[src/rtl/nist_pkg.sv]
// Shared definitions for the entropy front-end and the NIST test stage.
package nist_pkg;
  // Conditioning mode encodings (2'b11 is reserved and behaves as bypass)
  localparam logic [1:0] MODE_BYPASS = 2'b00;
  localparam logic [1:0] MODE_VN     = 2'b01;
  localparam logic [1:0] MODE_XOR    = 2'b10;

  // Defaults shared with the test stage so sequence lengths always match
  localparam int SEQ_LEN_DEF   = 1024;
  localparam int RUN_LIMIT_DEF = 32;
endpackage

[src/rtl/rnd_health_rct.sv]
// Repetition-count health test: counts consecutive equal samples and raises
// a sticky alarm once the run reaches RUN_LIMIT. Cleared only by rst.
module rnd_health_rct #(
  parameter int RUN_LIMIT = 32
) (
  input  logic clk,
  input  logic rst,
  input  logic smp,
  input  logic smp_vld,
  output logic stuck
);
  localparam int RW = $clog2(RUN_LIMIT + 1);
  localparam logic [RW-1:0] LIM = RW'(RUN_LIMIT);

  logic [RW-1:0] run;
  logic          prev;

  // run counter (saturating) and sticky alarm; run==0 marks "no previous sample"
  always_ff @(posedge clk) begin
    if (rst) begin
      run   <= '0;
      prev  <= 1'b0;
      stuck <= 1'b0;
    end else begin
      if (smp_vld) begin
        prev <= smp;
        if (run == '0 || smp != prev) run <= RW'(1);
        else if (run != LIM)          run <= run + 1'b1;
      end
      if (run == LIM) stuck <= 1'b1;
    end
  end
endmodule

[src/rtl/rnd_conditioner.sv]
// Entropy front-end: 2-flop synchroniser, optional von Neumann / XOR-pair
// debiasing, sequence framing and a repetition-count stuck alarm.
module rnd_conditioner
  import nist_pkg::*;
#(
  parameter int SEQ_LEN   = SEQ_LEN_DEF,
  parameter int RUN_LIMIT = RUN_LIMIT_DEF
) (
  input  logic                       clk,
  input  logic                       rst,
  input  logic                       RND_raw,
  input  logic [1:0]                 mode,
  output logic                       RND_out,
  output logic                       RND_valid,
  output logic                       seq_start,
  output logic                       seq_done,
  output logic [$clog2(SEQ_LEN)-1:0] bit_cnt,
  output logic                       stuck
);
  localparam int CW = $clog2(SEQ_LEN);
  localparam logic PH_FIRST  = 1'b0;
  localparam logic PH_SECOND = 1'b1;

  logic          s1, s;
  logic [1:0]    vld_pipe;   // s is a real sample only once the sync chain refilled
  logic          s_vld;
  logic [1:0]    mode_q, mode_eff;
  logic          phase, phase_eff, phase_nxt;
  logic          a, a_nxt;
  logic          emit, emit_bit;
  logic          vld_q;
  logic [CW-1:0] cnt_nxt;    // index the next emitted bit will carry

  assign s_vld = vld_pipe[1];

  // two-flop synchroniser for the asynchronous raw pin
  always_ff @(posedge clk) begin
    if (rst) begin
      s1       <= 1'b0;
      s        <= 1'b0;
      vld_pipe <= '0;
    end else begin
      s1       <= RND_raw;
      s        <= s1;
      vld_pipe <= {vld_pipe[0], 1'b1};
    end
  end

  rnd_health_rct #(.RUN_LIMIT(RUN_LIMIT)) u_rct (
    .clk     (clk),
    .rst     (rst),
    .smp     (s),
    .smp_vld (s_vld),
    .stuck   (stuck)
  );

  // The sample processed in the seq_done cycle is the first of the next
  // sequence, so it must already see the newly loaded mode and a fresh pair.
  assign mode_eff  = seq_done ? mode : mode_q;
  assign phase_eff = seq_done ? PH_FIRST : phase;

  // pair FSM next-state and emit decision
  always_comb begin
    emit      = 1'b0;
    emit_bit  = s;
    phase_nxt = phase_eff;
    a_nxt     = a;
    if (s_vld && !stuck) begin
      case (mode_eff)
        MODE_VN, MODE_XOR: begin
          if (phase_eff == PH_FIRST) begin
            a_nxt     = s;
            phase_nxt = PH_SECOND;
          end else begin
            phase_nxt = PH_FIRST;
            if (mode_eff == MODE_VN) begin
              emit     = a ^ s;   // only unequal pairs emit; (0,1)->0, (1,0)->1
              emit_bit = a;
            end else begin
              emit     = 1'b1;
              emit_bit = a ^ s;
            end
          end
        end
        default: begin
          emit      = 1'b1;
          emit_bit  = s;
          phase_nxt = PH_FIRST;
        end
      endcase
    end
  end

  // mode latch and pair state
  always_ff @(posedge clk) begin
    if (rst) begin
      mode_q <= mode;
      phase  <= PH_FIRST;
      a      <= 1'b0;
    end else begin
      if (seq_done) mode_q <= mode;
      phase <= phase_nxt;
      a     <= a_nxt;
    end
  end

  // output register and framing counter
  always_ff @(posedge clk) begin
    if (rst) begin
      RND_out <= 1'b0;
      vld_q   <= 1'b0;
      bit_cnt <= '0;
      cnt_nxt <= '0;
    end else begin
      vld_q <= emit;
      if (emit) begin
        RND_out <= emit_bit;
        bit_cnt <= cnt_nxt;
        cnt_nxt <= cnt_nxt + 1'b1;
      end
    end
  end

  // stuck masks a strobe already sitting in the output register
  assign RND_valid = vld_q & ~stuck;
  assign seq_start = RND_valid & (bit_cnt == '0);
  assign seq_done  = RND_valid & (bit_cnt == CW'(SEQ_LEN - 1));
endmodule

[config.mk]
export PLATFORM = sky130hd
export DESIGN_NAME = rnd_conditioner
export DESIGN_NICKNAME = d
export VERILOG_FILES = /design/src/rtl/nist_pkg.sv /design/src/rtl/rnd_health_rct.sv /design/src/rtl/rnd_conditioner.sv
export SDC_FILE = /design/constraint.sdc
export NUM_CORES = 1
export LEC_CHECK = 0
export CORE_MARGIN = 2
export CORE_UTILIZATION = 55
export DETAILED_ROUTE_END_ITERATION = 6
export PLACE_DENSITY = 0.78
export REMOVE_ABC_BUFFERS = 1
export SLEW_MARGIN = 5
export SYNTH_ARGS = -nofsm -noshare
export SYNTH_HDL_FRONTEND = slang
export SYNTH_SLANG_ARGS = --single-unit
[constraint.sdc]
create_clock -name clk -period 4.8 [get_ports clk]
set_input_delay 1.44 -clock clk [delete_from_list [all_inputs] [get_ports clk]]
set_output_delay 1.44 -clock clk [all_outputs]
set_load 0.01 [all_outputs]
==> flow_summary.json, run 1 <==
{
  "synth_edf_count": 0,
  "clkTransAtPathRegs_ns": 0.11,
  "die-area_sq_um": 3540,
  "drtIter0Drc": 47,
  "insertedDiodeCount": 0,
  "whs_ns": 0.454,
  "pwr-share-comb": 0.093,
  "finalSetupViolCount": 0,
  "port_buffers": 19,
  "cts_resized": 0,
  "seqPwrFrac": 0.554,
  "worstPathArrival_ns": 2.09,
  "p_sw_mw": 0.138,
  "dp_slack_ns": 1.18,
  "worst-path-buf-inv": 2,
  "outcome": "complete, no violations",
  "layout_setup_ws_ns": 1.27,
  "cts_hold_buffers": 0,
  "wl_um": 3280,
  "drc_errors": 0,
  "htree_num_levels": 2,
  "endpoint": "seq_done",
  "fin_setup_tns_ns": 0,
  "syn_to_final_growth_pct": 15.2,
  "r2r_start": "bit_cnt[8]",
  "synth_async_sr_flop_share": 0,
  "io-pin-count": 20,
  "final-instance-count-excl-fill": 236,
  "cp-start-kind": "flop",
  "synth_area_leaders": "dfxtp_1, mux2i_1, nor2_1",
  "synth_area_sq_um": 1690,
  "cpPeakStageDelay_ns": 0.54,
  "multi_input_area_sq_um": 817,
  "rrSetupSlack_ns": 1.92,
  "ys_seq_elements": 38,
  "p_per_area_nw_per_um2": 305,
  "dpl.hpwl_um": 2450,
  "period_needed_ns": 3.53,
  "switching_share": 0.231,
  "rr_endpoint": "RND_out",
  "irDropWorstVdd_uv": 163,
  "synth_commonest_cells": "dfxtp_1, nor2_1, mux2i_1",
  "drt-pass1-iter-count": 5,
  "synth.avg_cell_area_sq_um": 9.40,
  "synthFlopType": "dfxtp_1",
  "max-cap-violations": 0,
  "hp-class": "reg -> reg",
  "dp_cells": 228,
  "finalHoldViolCount": 0,
  "n_fill_cell": 257,
  "cp_cell_sequence": "nand4_1 > or3_1 > inv_1 > clkdlybuf4s50_1",
  "p_leak_nw": 0.780,
  "ant_nets": 0,
  "synth.most_common_cell": "dfxtp_1",
  "synth_xor_area_frac": 0.0414,
  "ys_warn_count": 0,
  "cp-end-kind": "output pin",
  "vias": 1351,
  "fin_crit_sh": 0.735,
  "grt_pass1_vias": 1308,
  "initial_utilization": 0.568,
  "grt_pass1_wl_um": 5490,
  "fp.coreArea_sq_um": 2980,
  "synth-simple-area-share": 0.204,
  "numClockSinks": 38,
  "insertion_delay_ns": 0.34,
  "grt_max_degree": 22,
  "crit_slowest_cell": "clkdlybuf4s50_1",
  "cp.depth": 4,
  "vias_per_cell": 5.72,
  "cts_tree": "yes",
  "rows": 20,
  "slew_viol_final": 0,
  "clk_path_buf_depth": 2,
  "synthMuxAreaShare": 0.0961,
  "cts_setup_buffers": 0,
  "antenna_found_initial": 0,
  "gp_congestion": 0.883,
  "drive_above_1_share": 0.0837,
  "synth-seq-area-share": 0.449,
  "regArea_sq_um": 761,
  "die_h_um": 59.5,
  "worstPathMaxFanout": 8,
  "synth_top_cell_area_share": 0.449,
  "ff2ff_path_depth": 11,
  "overflow": 0,
  "slew_headroom": 0.538,
  "internal_power_mw": 0.457,
  "cts_root_buf": "clkbuf_4",
  "synth_cells": 180,
  "rsz0062_at_grt": "false",
  "path_class": "reg -> out",
  "die_w_um": 59.5,
  "grt_usage": 0.210,
  "yosysUniqueCellTypes": 37,
  "synth_compound_area_frac": 0.112,
  "cts_buffers": 5,
  "crit_family": "buffers and inverters",
  "startpoint": "bit_cnt[8]",
  "fin_skew_ns": 0.00721,
  "synth_adder_area_share": 0.0296,
  "fmaxAchievable_mhz": 283,
  "worst_slew_pin_slew_ns": 0.692,
  "final_nets": 211,
  "synth_top_family_by_area": "simple AND/OR/NAND/NOR gates",
  "wl_per_cell_um": 13.9,
  "p_clk_frac": 0.353,
  "yosys.area.top_type": "dfxtp_1",
  "required_ns": 3.36
}
## state kept, by name, indices dropped and copies added, names as in the netlist
register,cells
RND_out,1
phase,1
s,1
mode_q,2
a,1
u_rct.stuck,1
vld_pipe,2
u_rct.run,6
vld_q,1
cnt_nxt,10
s1,1
bit_cnt,10
u_rct.prev,1
## power groups by stage
| stage | Clock [mW] | Sequential [mW] | Combinational (mW) |
|---|---|---|---|
| global route | 0.226 | 0.331 | 0.0613 |
| global placement | 0 | 0.336 | 0.0537 |
| CTS | 0.215 | 0.330 | 0.0557 |
| detailed placement | 0 | 0.337 | 0.0554 |
| finish | 0.210 | 0.330 | 0.0555 |
| floorplan | 0 | 0.336 | 0.0356 |
## worst min-delay path by stage
stage                             end  slack (ns)  depth (start not counted)   startpoint
after floorplan                     s        0.41                          1           s1
after global placement    vld_pipe[1]        0.43                          1  vld_pipe[0]
after detailed placement  vld_pipe[1]        0.43                          1  vld_pipe[0]
after CTS                 vld_pipe[1]        0.46                          1  vld_pipe[0]
after global routing                s        0.47                          1           s1
final                     vld_pipe[1]        0.45                          1  vld_pipe[0]
## through the flow
stage | power (mW) | util | area [sq um]
after floorplan | 0.371 | - | 1620
after global placement | 0.390 | 0.629 | 1870
after detailed placement | 0.392 | 0.629 | 1870
after CTS | 0.601 | 0.655 | 1950
after global routing | 0.619 | 0.655 | 1950
final | 0.595 | 0.655 | 1950
## layout by cell type (no fill, tap or decap), types with 3 or more instances in the layout
cell type / count
dfxtp_1: 38
nor2_1: 27
mux2i_1: 14
nor2b_1: 3
nand3_1: 4
inv_1: 11
a21oi_1: 10
buf_4: 3
clkbuf_4: 5
xnor2_1: 3
or4_1: 3
clkdlybuf4s50_1: 19
or3_1: 6
ha_1: 4
nand4_1: 6
o31ai_1: 3
xor2_1: 5
o21ai_1: 4
nand2_1: 8
## logic make-up after synthesis
logic type | after synthesis
compound gates | 28
xor+xnor | 8
fa+ha+maj | 4
buf+inv | 18
flops | 38
mux | 16
simple gates | 68
## metal layers
layer / GRT usage / share of wire / wire length, um
met3: 0.0786 / 0.044 / 145
met2: 0.350 / 0.48 / 1580
met4: 0.0747 / 0.0061 / 20
met5: 0 / 0 / 0
met1: 0.245 / 0.47 / 1540
## layout make-up
class,count,share of cell area
timing repair buffer,22,0.109
inverter,11,0.0212
clock inverter,3,0.0205
tap,33,0.0212
clock buffer,5,0.0192
sequential,38,0.390
multi-input combinational,124,0.419
Note: power is estimated with default switching activity, not from simulation.
==> run 2, diff against run 1 <==
--- a/config.mk
+++ b/config.mk
@@ -6,9 +6,9 @@
 export NUM_CORES = 1
 export LEC_CHECK = 0
 export CORE_MARGIN = 2
-export CORE_UTILIZATION = 55
+export CORE_UTILIZATION = 54
 export DETAILED_ROUTE_END_ITERATION = 6
-export PLACE_DENSITY = 0.78
+export PLACE_DENSITY = 0.76
 export REMOVE_ABC_BUFFERS = 1
 export SLEW_MARGIN = 5
 export SYNTH_ARGS = -nofsm -noshare
==> constraint.sdc (replaced) <==
create_clock -name clk -period 3.68 [get_ports clk]
set_input_delay 1.104 -clock clk [delete_from_list [all_inputs] [get_ports clk]]
set_output_delay 1.104 -clock clk [all_outputs]
set_load 0.01 [all_outputs]
==> run 2 against run 1 <==
Global-route usage down 1.2 points; sequential power up 30%; die area up 1.7%; routed wire length down 0.79%; clock power up 5%; first-iteration DRC count down 32%; clock-buffer cell count up 2.
==> flow_summary.json, run 2 (synthesized netlist as in run 1, its figures left out) <==
{
  "cts_buffers": 5,
  "drtIter0Drc": 32,
  "insertion_delay_ns": 0.34,
  "insertedDiodeCount": 0,
  "clkTransAtPathRegs_ns": 0.11,
  "antenna_found_initial": 0,
  "rows": 20,
  "p_per_area_nw_per_um2": 373,
  "wl_um": 3250,
  "required_ns": 2.58,
  "mostFrequentLayoutCells": "dfxtp_1, nor2_1, clkdlybuf4s50_1, mux2i_1, inv_1",
  "die_h_um": 60.0,
  "cts_setup_buffers": 0,
  "hold_end": "s",
  "worstPathMaxFanout": 8,
  "ant_nets": 0,
  "max-cap-violations": 0,
  "rr_endpoint": "cnt_nxt[8]",
  "drt-pass1-iter-count": 4,
  "final_nets": 210,
  "regArea_sq_um": 761,
  "crit_family": "buffers and inverters",
  "fp.coreArea_sq_um": 3030,
  "cts_resized": 0,
  "grt_pass1_wl_um": 5320,
  "wl_per_cell_um": 13.2,
  "fin_skew_ns": 0.0120,
  "power_mw": 0.723,
  "vias_per_cell": 5.39,
  "slew_viol_final": 0,
  "gp_congestion": 0.835,
  "initial_utilization": 0.559,
  "cpPeakStageDelay_ns": 0.55,
  "hp-class": "reg -> reg",
  "slew_headroom": 0.572,
  "die-area_sq_um": 3600,
  "htree_num_levels": 2,
  "r2r_start": "bit_cnt[8]",
  "whs_ns": 0.455,
  "die_w_um": 60.0,
  "grt_usage": 0.198,
  "port_buffers": 19,
  "crit_slowest_cell": "clkdlybuf4s50_1",
  "vias": 1327,
  "finalHoldViolCount": 0,
  "fin_crit_sh": 0.864,
  "mostFrequentLayoutCell": "dfxtp_1",
  "fmaxAchievable_mhz": 314,
  "period_needed_ns": 3.18,
  "whs_path_depth": 1,
  "rsz0062_at_grt": "false",
  "cts_root_buf": "clkbuf_4",
  "multi_input_area_sq_um": 817,
  "n_fill_cell": 253,
  "finalSetupViolCount": 0,
  "drc_errors": 0,
  "drive_above_1_share": 0.0743,
  "syn_to_final_growth_pct": 14.6,
  "cts_tree": "yes",
  "ff2ff_path_depth": 10,
  "postLayoutCoreUtil": 0.640,
  "numClockSinks": 38,
  "worst_slew_pin_slew_ns": 0.633,
  "p_leak_nw": 0.766,
  "worstPathArrival_ns": 2.08,
  "grt_pass1_vias": 1246,
  "cp-start-kind": "flop",
  "reg_top3": "bit_cnt (10), cnt_nxt (10), u_rct.run (6)",
  "worst-path-buf-inv": 2,
  "cts_hold_buffers": 0,
  "path_class": "reg -> out",
  "clk_path_buf_depth": 2,
  "outcome": "complete, no violations",
  "dpl.hpwl_um": 2400,
  "cp_cell_sequence": "nand4_1 > or3_1 > inv_1 > clkdlybuf4s50_1",
  "irDropWorstVdd_uv": 218,
  "grt_max_degree": 32,
  "rrSetupSlack_ns": 0.91,
  "hp-start": "s1",
  "cp-end-kind": "output pin",
  "fin_setup_tns_ns": 0,
  "overflow": 0,
  "io-pin-count": 20
}
run 2: final cells by class:
cell class,count,share of cell area
multi-input cells,124,0.421
flip-flops and latches,38,0.392
clock buffers,7,0.0284
well taps,44,0.0284
repair buffers,21,0.106
inverters,11,0.0213
clock inverters,1,0.00258
run 2: stage by stage:
| step | std cells | setup slack [ns] | instance area, sq um |
|---|---|---|---|
| 6_report | 246 | 0.499 | 1940 |
| 4_1_cts | 246 | 0.480 | 1940 |
| 5_1_grt | 246 | 0.369 | 1940 |
| 3_5_place_dp | 238 | 0.469 | 1880 |
| 3_3_place_gp | 238 | 0.560 | 1880 |
| 2_1_floorplan | 173 | 0.805 | 1620 |
run 2: per-layer routing:
metal,GRT usage,share of wire
met5,0,0
met3,0.0498,0.040
met4,0.127,0.022
met2,0.312,0.47
met1,0.238,0.47
run 2: worst register-to-register path: cells and delay by family (launching register included):
family,cells,cell delay (ns)
flip-flops,1,0.39
adder cells (fa/ha/maj),1,0.23
AO/OA/AOI/OAI,3,0.46
buffers and inverters,1,0.25
AND/OR/NAND/NOR,5,1.38
run 2: worst max path at each step:
stage / start / end / slack (ns) / cells past startpoint
2_1_floorplan: bit_cnt[8] / RND_out / 0.80 / 10
3_3_place_gp: mode[1] / cnt_nxt[6] / 0.56 / 8
3_5_place_dp: mode[1] / cnt_nxt[8] / 0.47 / 8
4_1_cts: u_rct.stuck / seq_done / 0.48 / 4
5_1_grt: bit_cnt[7] / seq_done / 0.37 / 4
6_report: bit_cnt[8] / seq_done / 0.50 / 4
run 2: where the power goes:
| part | internal, mW | switching (mW) |
|---|---|---|
| logic | 0.0334 | 0.0387 |
| clock network | 0.0926 | 0.128 |
| registers | 0.421 | 0.00879 |
| total | 0.547 | 0.175 |
==> run 3, diff against run 2 <==
--- a/config.mk
+++ b/config.mk
@@ -14,3 +14,4 @@
 export SYNTH_ARGS = -nofsm -noshare
 export SYNTH_HDL_FRONTEND = slang
 export SYNTH_SLANG_ARGS = --single-unit
+export TNS_END_PERCENT = 100
==> results of run 3 <==
The final DEF is identical to that of run 2; final timing and power are the same.
